File: config.mk
export PLATFORM = sky130hd
export DESIGN_NAME = joint_feeder
export DESIGN_NICKNAME = d
export VERILOG_FILES = /design/src/rtl/feeder_pkg.sv /design/src/rtl/feeder_store.sv /design/src/rtl/joint_feeder.sv
export SDC_FILE = /design/constraint.sdc
export NUM_CORES = 2
export LEC_CHECK = 0
export ABC_AREA = 1
export BUFFER_PORTS_ARGS = -buffer_cell sky130_fd_sc_hd__buf_4
export CORE_AREA = 2 2 630 632
export CTS_BUF_LIST = sky130_fd_sc_hd__clkbuf_2 sky130_fd_sc_hd__clkbuf_4 sky130_fd_sc_hd__clkbuf_8
export DETAILED_ROUTE_END_ITERATION = 6
export DIE_AREA = 0 0 632 634
export SYNTH_ARGS = -nofsm -noshare
export SYNTH_HDL_FRONTEND = slang
export SYNTH_SLANG_ARGS = --single-unit
export TNS_END_PERCENT = 10
File: constraint.sdc
create_clock -name clk_i -period 88.5 [get_ports clk_i]
set_input_delay 13.275 -clock clk_i [delete_from_list [all_inputs] [get_ports clk_i]]
set_output_delay 13.275 -clock clk_i [all_outputs]
set_load 0.1 [all_outputs]
File: src/rtl/feeder_pkg.sv
// feeder_pkg: shared types and constants for the joint feeder.
// Holds the FSM state encoding and the byte positions of the two
// operands inside a packed item.
package feeder_pkg;

  typedef enum logic {
    IDLE   = 1'b0,
    STREAM = 1'b1
  } state_t;

  localparam int A_LSB   = 0;
  localparam int B_LSB   = 8;
  localparam int FIELD_W = 8;

endpackage

File: src/rtl/feeder_store.sv
// feeder_store: batch item storage for joint_feeder.
// All items are written at once when wr_en is high; one item is read
// combinationally by index. The store has no reset because its contents
// are only ever observed after a load has filled it.
module feeder_store
  import feeder_pkg::*;
#(
  parameter int ITEM_WIDTH = 16,
  parameter int JOINT_N    = 100,
  parameter int IDX_W      = $clog2(JOINT_N)
) (
  input  logic                          clk_i,
  input  logic                          wr_en,
  input  logic [JOINT_N*ITEM_WIDTH-1:0] wr_data,
  input  logic [IDX_W-1:0]              rd_idx,
  output logic [ITEM_WIDTH-1:0]         rd_item
);

  logic [ITEM_WIDTH-1:0] items [JOINT_N];

  // Capture every item of the packed batch in a single cycle.
  always_ff @(posedge clk_i) begin
    if (wr_en) begin
      for (int k = 0; k < JOINT_N; k++) begin
        items[k] <= wr_data[k*ITEM_WIDTH +: ITEM_WIDTH];
      end
    end
  end

  assign rd_item = items[rd_idx];

endmodule

File: src/rtl/joint_feeder.sv
// joint_feeder: presents a captured batch of items as (A, B) byte pairs,
// one pair per accepted transfer, under a valid/ready handshake.
// Build option: define FEEDER_LOOP_EN to replay the batch forever instead
// of returning to IDLE after the final item.
module joint_feeder
  import feeder_pkg::*;
#(
  parameter int ITEM_WIDTH = 16,
  parameter int JOINT_N    = 100
) (
  input  logic                          clk_i,
  input  logic                          reset_i,
  input  logic                          load_i,
  input  logic [JOINT_N*ITEM_WIDTH-1:0] data_i,
  output logic [7:0]                    a_o,
  output logic [7:0]                    b_o,
  output logic                          valid_o,
  input  logic                          ready_i,
  output logic                          last_o,
  output logic                          busy_o,
  output logic [$clog2(JOINT_N)-1:0]    count_o,
  output logic                          xmit_en_o
);

  localparam int CNT_W = $clog2(JOINT_N);
  localparam logic [CNT_W-1:0] LAST_IDX = CNT_W'(JOINT_N - 1);

  state_t state, state_n;

  logic [CNT_W-1:0]      count_n;
  logic [7:0]            a_n;
  logic [7:0]            b_n;
  logic                  valid_n;
  logic                  last_n;
  logic                  busy_n;
  logic                  xmit_n;
  logic                  store_wr;
  logic [CNT_W-1:0]      rd_idx;
  logic [ITEM_WIDTH-1:0] rd_item;

  // A load is only honoured from IDLE and never in a reset cycle, so a
  // running batch cannot be overwritten underneath the reader.
  assign store_wr = (state == IDLE) && load_i && !reset_i;

  // The store is always addressed with the item that follows the one on
  // the outputs, so a transfer can register it directly.
  assign rd_idx = (count_o == LAST_IDX) ? '0 : count_o + CNT_W'(1);

  feeder_store #(
    .ITEM_WIDTH(ITEM_WIDTH),
    .JOINT_N   (JOINT_N),
    .IDX_W     (CNT_W)
  ) u_store (
    .clk_i  (clk_i),
    .wr_en  (store_wr),
    .wr_data(data_i),
    .rd_idx (rd_idx),
    .rd_item(rd_item)
  );

  // Bits above the two operand bytes carry no meaning for this block.
  if (ITEM_WIDTH > 16) begin : g_item_hi
    logic unused_item_hi;
    assign unused_item_hi = ^rd_item[ITEM_WIDTH-1:16];
  end

  // Next-state and next-output decision; every output is registered below.
  always_comb begin
    state_n = state;
    count_n = count_o;
    a_n     = a_o;
    b_n     = b_o;
    valid_n = valid_o;
    last_n  = last_o;
    busy_n  = busy_o;
    xmit_n  = xmit_en_o;
    case (state)
      IDLE: begin
        valid_n = 1'b0;
        last_n  = 1'b0;
        busy_n  = 1'b0;
        if (load_i) begin
          // Item 0 comes straight from the input bus because the store
          // is being written on this same edge.
          state_n = STREAM;
          count_n = '0;
          a_n     = data_i[A_LSB +: FIELD_W];
          b_n     = data_i[B_LSB +: FIELD_W];
          valid_n = 1'b1;
          busy_n  = 1'b1;
        end
      end
      STREAM: begin
        valid_n = 1'b1;
        busy_n  = 1'b1;
        if (valid_o && ready_i) begin
          count_n = rd_idx;
          a_n     = rd_item[A_LSB +: FIELD_W];
          b_n     = rd_item[B_LSB +: FIELD_W];
          last_n  = (rd_idx == LAST_IDX);
          if (count_o == LAST_IDX) begin
            xmit_n = ~xmit_en_o;
`ifdef FEEDER_LOOP_EN
            // Wrap and replay item 0 on the next cycle.
            state_n = STREAM;
`else
            // Batch done: drop valid and keep the last pair on a/b.
            state_n = IDLE;
            valid_n = 1'b0;
            busy_n  = 1'b0;
            last_n  = 1'b0;
            a_n     = a_o;
            b_n     = b_o;
`endif
          end
        end
      end
      default: begin
        state_n = IDLE;
      end
    endcase
  end

  // State register.
  always_ff @(posedge clk_i) begin
    if (reset_i) begin
      state <= IDLE;
    end else begin
      state <= state_n;
    end
  end

  // Output registers; reset clears everything visible downstream.
  always_ff @(posedge clk_i) begin
    if (reset_i) begin
      a_o       <= '0;
      b_o       <= '0;
      valid_o   <= 1'b0;
      last_o    <= 1'b0;
      busy_o    <= 1'b0;
      count_o   <= '0;
      xmit_en_o <= 1'b0;
    end else begin
      a_o       <= a_n;
      b_o       <= b_n;
      valid_o   <= valid_n;
      last_o    <= last_n;
      busy_o    <= busy_n;
      count_o   <= count_n;
      xmit_en_o <= xmit_n;
    end
  end

endmodule

==> flow_metrics.env <==
export IMPL_outcome="completed"
export IMPL_grt_max_degree=187
export IMPL_synth_distinct_cells=28
export IMPL_worstSkewPairLatency_ns=1.04
export IMPL_io_pins=1631
export IMPL_fin_nets=9058
export IMPL_fin_area_um2=91400
export IMPL_vias=51972
export IMPL_relSlewSlack=0.223
export IMPL_via_per_inst=4.01
export IMPL_hold_buffers=0
export IMPL_combPwrFrac=0.111
export IMPL_pre_cts_ws_ns=70.14
export IMPL_final_cell_mix="1730 x buf_4, 1600 x edfxtp_1, 1495 x nand2_1"
export IMPL_r2r_start="count_o[0]$_SDFFE_PP0P_"
export IMPL_place_congestion=0.866
export IMPL_routed_wl_mm=334
export IMPL_avgSynthCellArea_um2=11.7
export IMPL_synth_nets=7396
export IMPL_clockBufferDepth=4
export IMPL_fin_crit_ns=17.36
export IMPL_dpl_hpwl_mm=251
export IMPL_clock_skew_ns=0.0727
export IMPL_wire_per_inst_um=25.8
export IMPL_crit_type="input port to flop"
export IMPL_fp_row_count=231
export IMPL_clock_sinks=1626
export IMPL_timing_final_ws_setup_ns=71.14
export IMPL_portBuffers=1630
export IMPL_fin_cells=12961
export IMPL_track_usage=0.158
export IMPL_dp_cells=12394
export IMPL_power_switching_uw=475
export IMPL_rr_endpoint="a_o[7]$_SDFFE_PP0P_"
export IMPL_ys_seq_area_frac=0.718
export IMPL_slew_violations=0
export IMPL_tightest_slew_ns=1.17
export IMPL_layout_drive_gt1_share=0.289
export IMPL_cts_root_buf="clkbuf_8"
export IMPL_antenna_found_initial=140
export IMPL_rr_worst_depth=18
export IMPL_grt_pass1_wl_mm=431
export IMPL_setup_viol=0
export IMPL_hold_path_cell_count=1
export IMPL_syn_inst=5790
export IMPL_tns_ns=0
export IMPL_rsz0062_at_grt="false"
export IMPL_drv_cap=0
export IMPL_grt_pass1_vias=50337
export IMPL_drc_errors=0
export IMPL_p_clk_frac=0.398
export IMPL_dr_pass1_iters=6
export IMPL_cp_slowest_cell="buf_4"
export IMPL_hold_path_end="xmit_en_o$_SDFFE_PP0P_"
export IMPL_seq_power_share=0.491
export IMPL_period_share=0.196
export IMPL_path_cells="buf_4 -> nand2_1 -> nor2_4 -> buf_4 -> buf_4 -> buf_4 -> buf_4 -> buf_4"
export IMPL_end_kind="flop"
export IMPL_drt_iter0_markers=5273
export IMPL_internal_power_mw=1.34
export IMPL_cts_tree="done"
export IMPL_place_area_um2=85600
export IMPL_ys_seq_elements=1626
export IMPL_core_area_um2=394000
export IMPL_fin_util=0.232
export IMPL_power_density_nw_per_um2=19.9
export IMPL_initial_utilization=0.172
export IMPL_total_power_mw=1.82
export IMPL_min_path_type="flop to flop"
export IMPL_peakVddDrop_v=0.0000113
export IMPL_fill_cells=42176
export IMPL_yosys_warnings=0
export IMPL_syn_area_um2=67600
export IMPL_detail_route_antenna_nets=0
export IMPL_final_common_cell="buf_4"
export IMPL_overflow=0
export IMPL_cts_max_level=5
export IMPL_min_delay_start="xmit_en_o$_SDFFE_PP0P_"
export IMPL_total_leakage_power_nw=35.6
export IMPL_switching_share=0.262
export IMPL_post_cts_resized=0
export IMPL_finalHoldViolCount=0
export IMPL_r2r_setup_slack_ns=82.27
export IMPL_post_cts_setup_buffers=0
export IMPL_cts_buffers=298
export IMPL_crit_fanout=87
export IMPL_start_kind="input port"
export IMPL_slowest_delay_ns=0.96
export IMPL_dieArea_um2=401000
export IMPL_crit_arrival_ns=17.97
export IMPL_die_h_um=634
export IMPL_chipWidth_um=632
export IMPL_crit_top_cell="buf_4"
export IMPL_max_freq_mhz=57.6
export IMPL_syn_to_final_growth_pct=35.2
export IMPL_critPathRequiredTime_ns=89.11
export IMPL_holdWs_ns=0.498
export IMPL_clk_pin_slew_worst_paths_ns=0.06
## synthesized netlist by cell type (all sizes together)
master / number / area share
nand2: 1497 / 0.083
dfxtp: 26 / 0.0077
nor2: 107 / 0.0060
clkinv: 6 / 0.00033
o22ai: 11 / 0.0010
inv: 472 / 0.026
clkbuf: 151 / 0.0084
nand4: 3 / 0.00028
buf: 224 / 0.019
ha: 2 / 0.00037
edfxtp: 1600 / 0.71
or2: 1 / 0.000093
o221ai: 1 / 0.00013
nand3b: 187 / 0.021
a21oi: 124 / 0.0092
nor3b: 1 / 0.00011
o211ai: 128 / 0.014
o21ai: 145 / 0.011
nand3: 1103 / 0.082
a31oi: 1 / 0.000093
## power by group through the flow
| stage | combinational [mW] | sequential, mW | clock (mW) |
|---|---|---|---|
| 2_1_floorplan | 0.0802 | 0.992 | 0 |
| 3_3_place_gp | 0.204 | 0.907 | 0 |
| 3_5_place_dp | 0.205 | 0.907 | 0 |
| 4_1_cts | 0.206 | 0.892 | 0.743 |
| 5_1_grt | 0.218 | 0.893 | 0.775 |
| 6_report | 0.201 | 0.892 | 0.723 |
## worst max-delay path, delay by kind of cell
family,cells,cell delay [ns]
buf+inv,6,3.85
simple gates,2,0.54
## kinds of logic (layout without fill, tap and decap cells)
kind of cell               count (synthesis)  in the layout  synth area share
and+or+nand+nor                         2899           2899             0.192
DFF                                     1626           1626             0.718
buffers and inverters                    853           2718            0.0539
AOI/OAI and AO/OA                        410            410            0.0354
adders and majority gates                  2              2          0.000370
other                                      0             64                 0
## sequential cells by signal, summed over array words and instances (netlist names)
name,flops
busy_o,1
xmit_en_o,1
last_o,1
count_o,7
a_o,8
u_store.items,1600
b_o,8
## worst max path at each step
stage	startpoint	end	slack, ns	depth (start not counted)
floorplan	reset_i	u_store.items[0][0]$_DFFE_PP_	5.23	2
global placement	load_i	u_store.items[54][0]$_DFFE_PP_	70.25	8
detailed placement	load_i	u_store.items[40][9]$_DFFE_PP_	70.14	8
CTS	load_i	u_store.items[54][0]$_DFFE_PP_	71.31	8
global route	load_i	u_store.items[55][3]$_DFFE_PP_	71.04	8
finish	load_i	u_store.items[54][0]$_DFFE_PP_	71.14	8
## final cells by class
class	instances	area [um2]	area share
clock inverters	118	882	0.00965
clock buffers	385	4790	0.0523
inverters	478	1830	0.0201
multi-input cells	3311	15500	0.170
flip-flops and latches	1626	48600	0.531
repair buffers	1737	13100	0.144
diodes	64	160	0.00175
well taps	5242	6560	0.0717
## per-layer routing
metal / routed length [um] / vias up / track usage / part of all wire
met2: 163000 / 2645 / 0.265 / 0.49
met4: 12500 / 16 / 0.0660 / 0.037
met3: 26700 / 545 / 0.0374 / 0.080
li1: - / 23638 / - / -
met5: 92 / - / 0 / 0.00028
met1: 133000 / 25128 / 0.193 / 0.40
No activity file was read; power rests on OpenSTA's default activity.
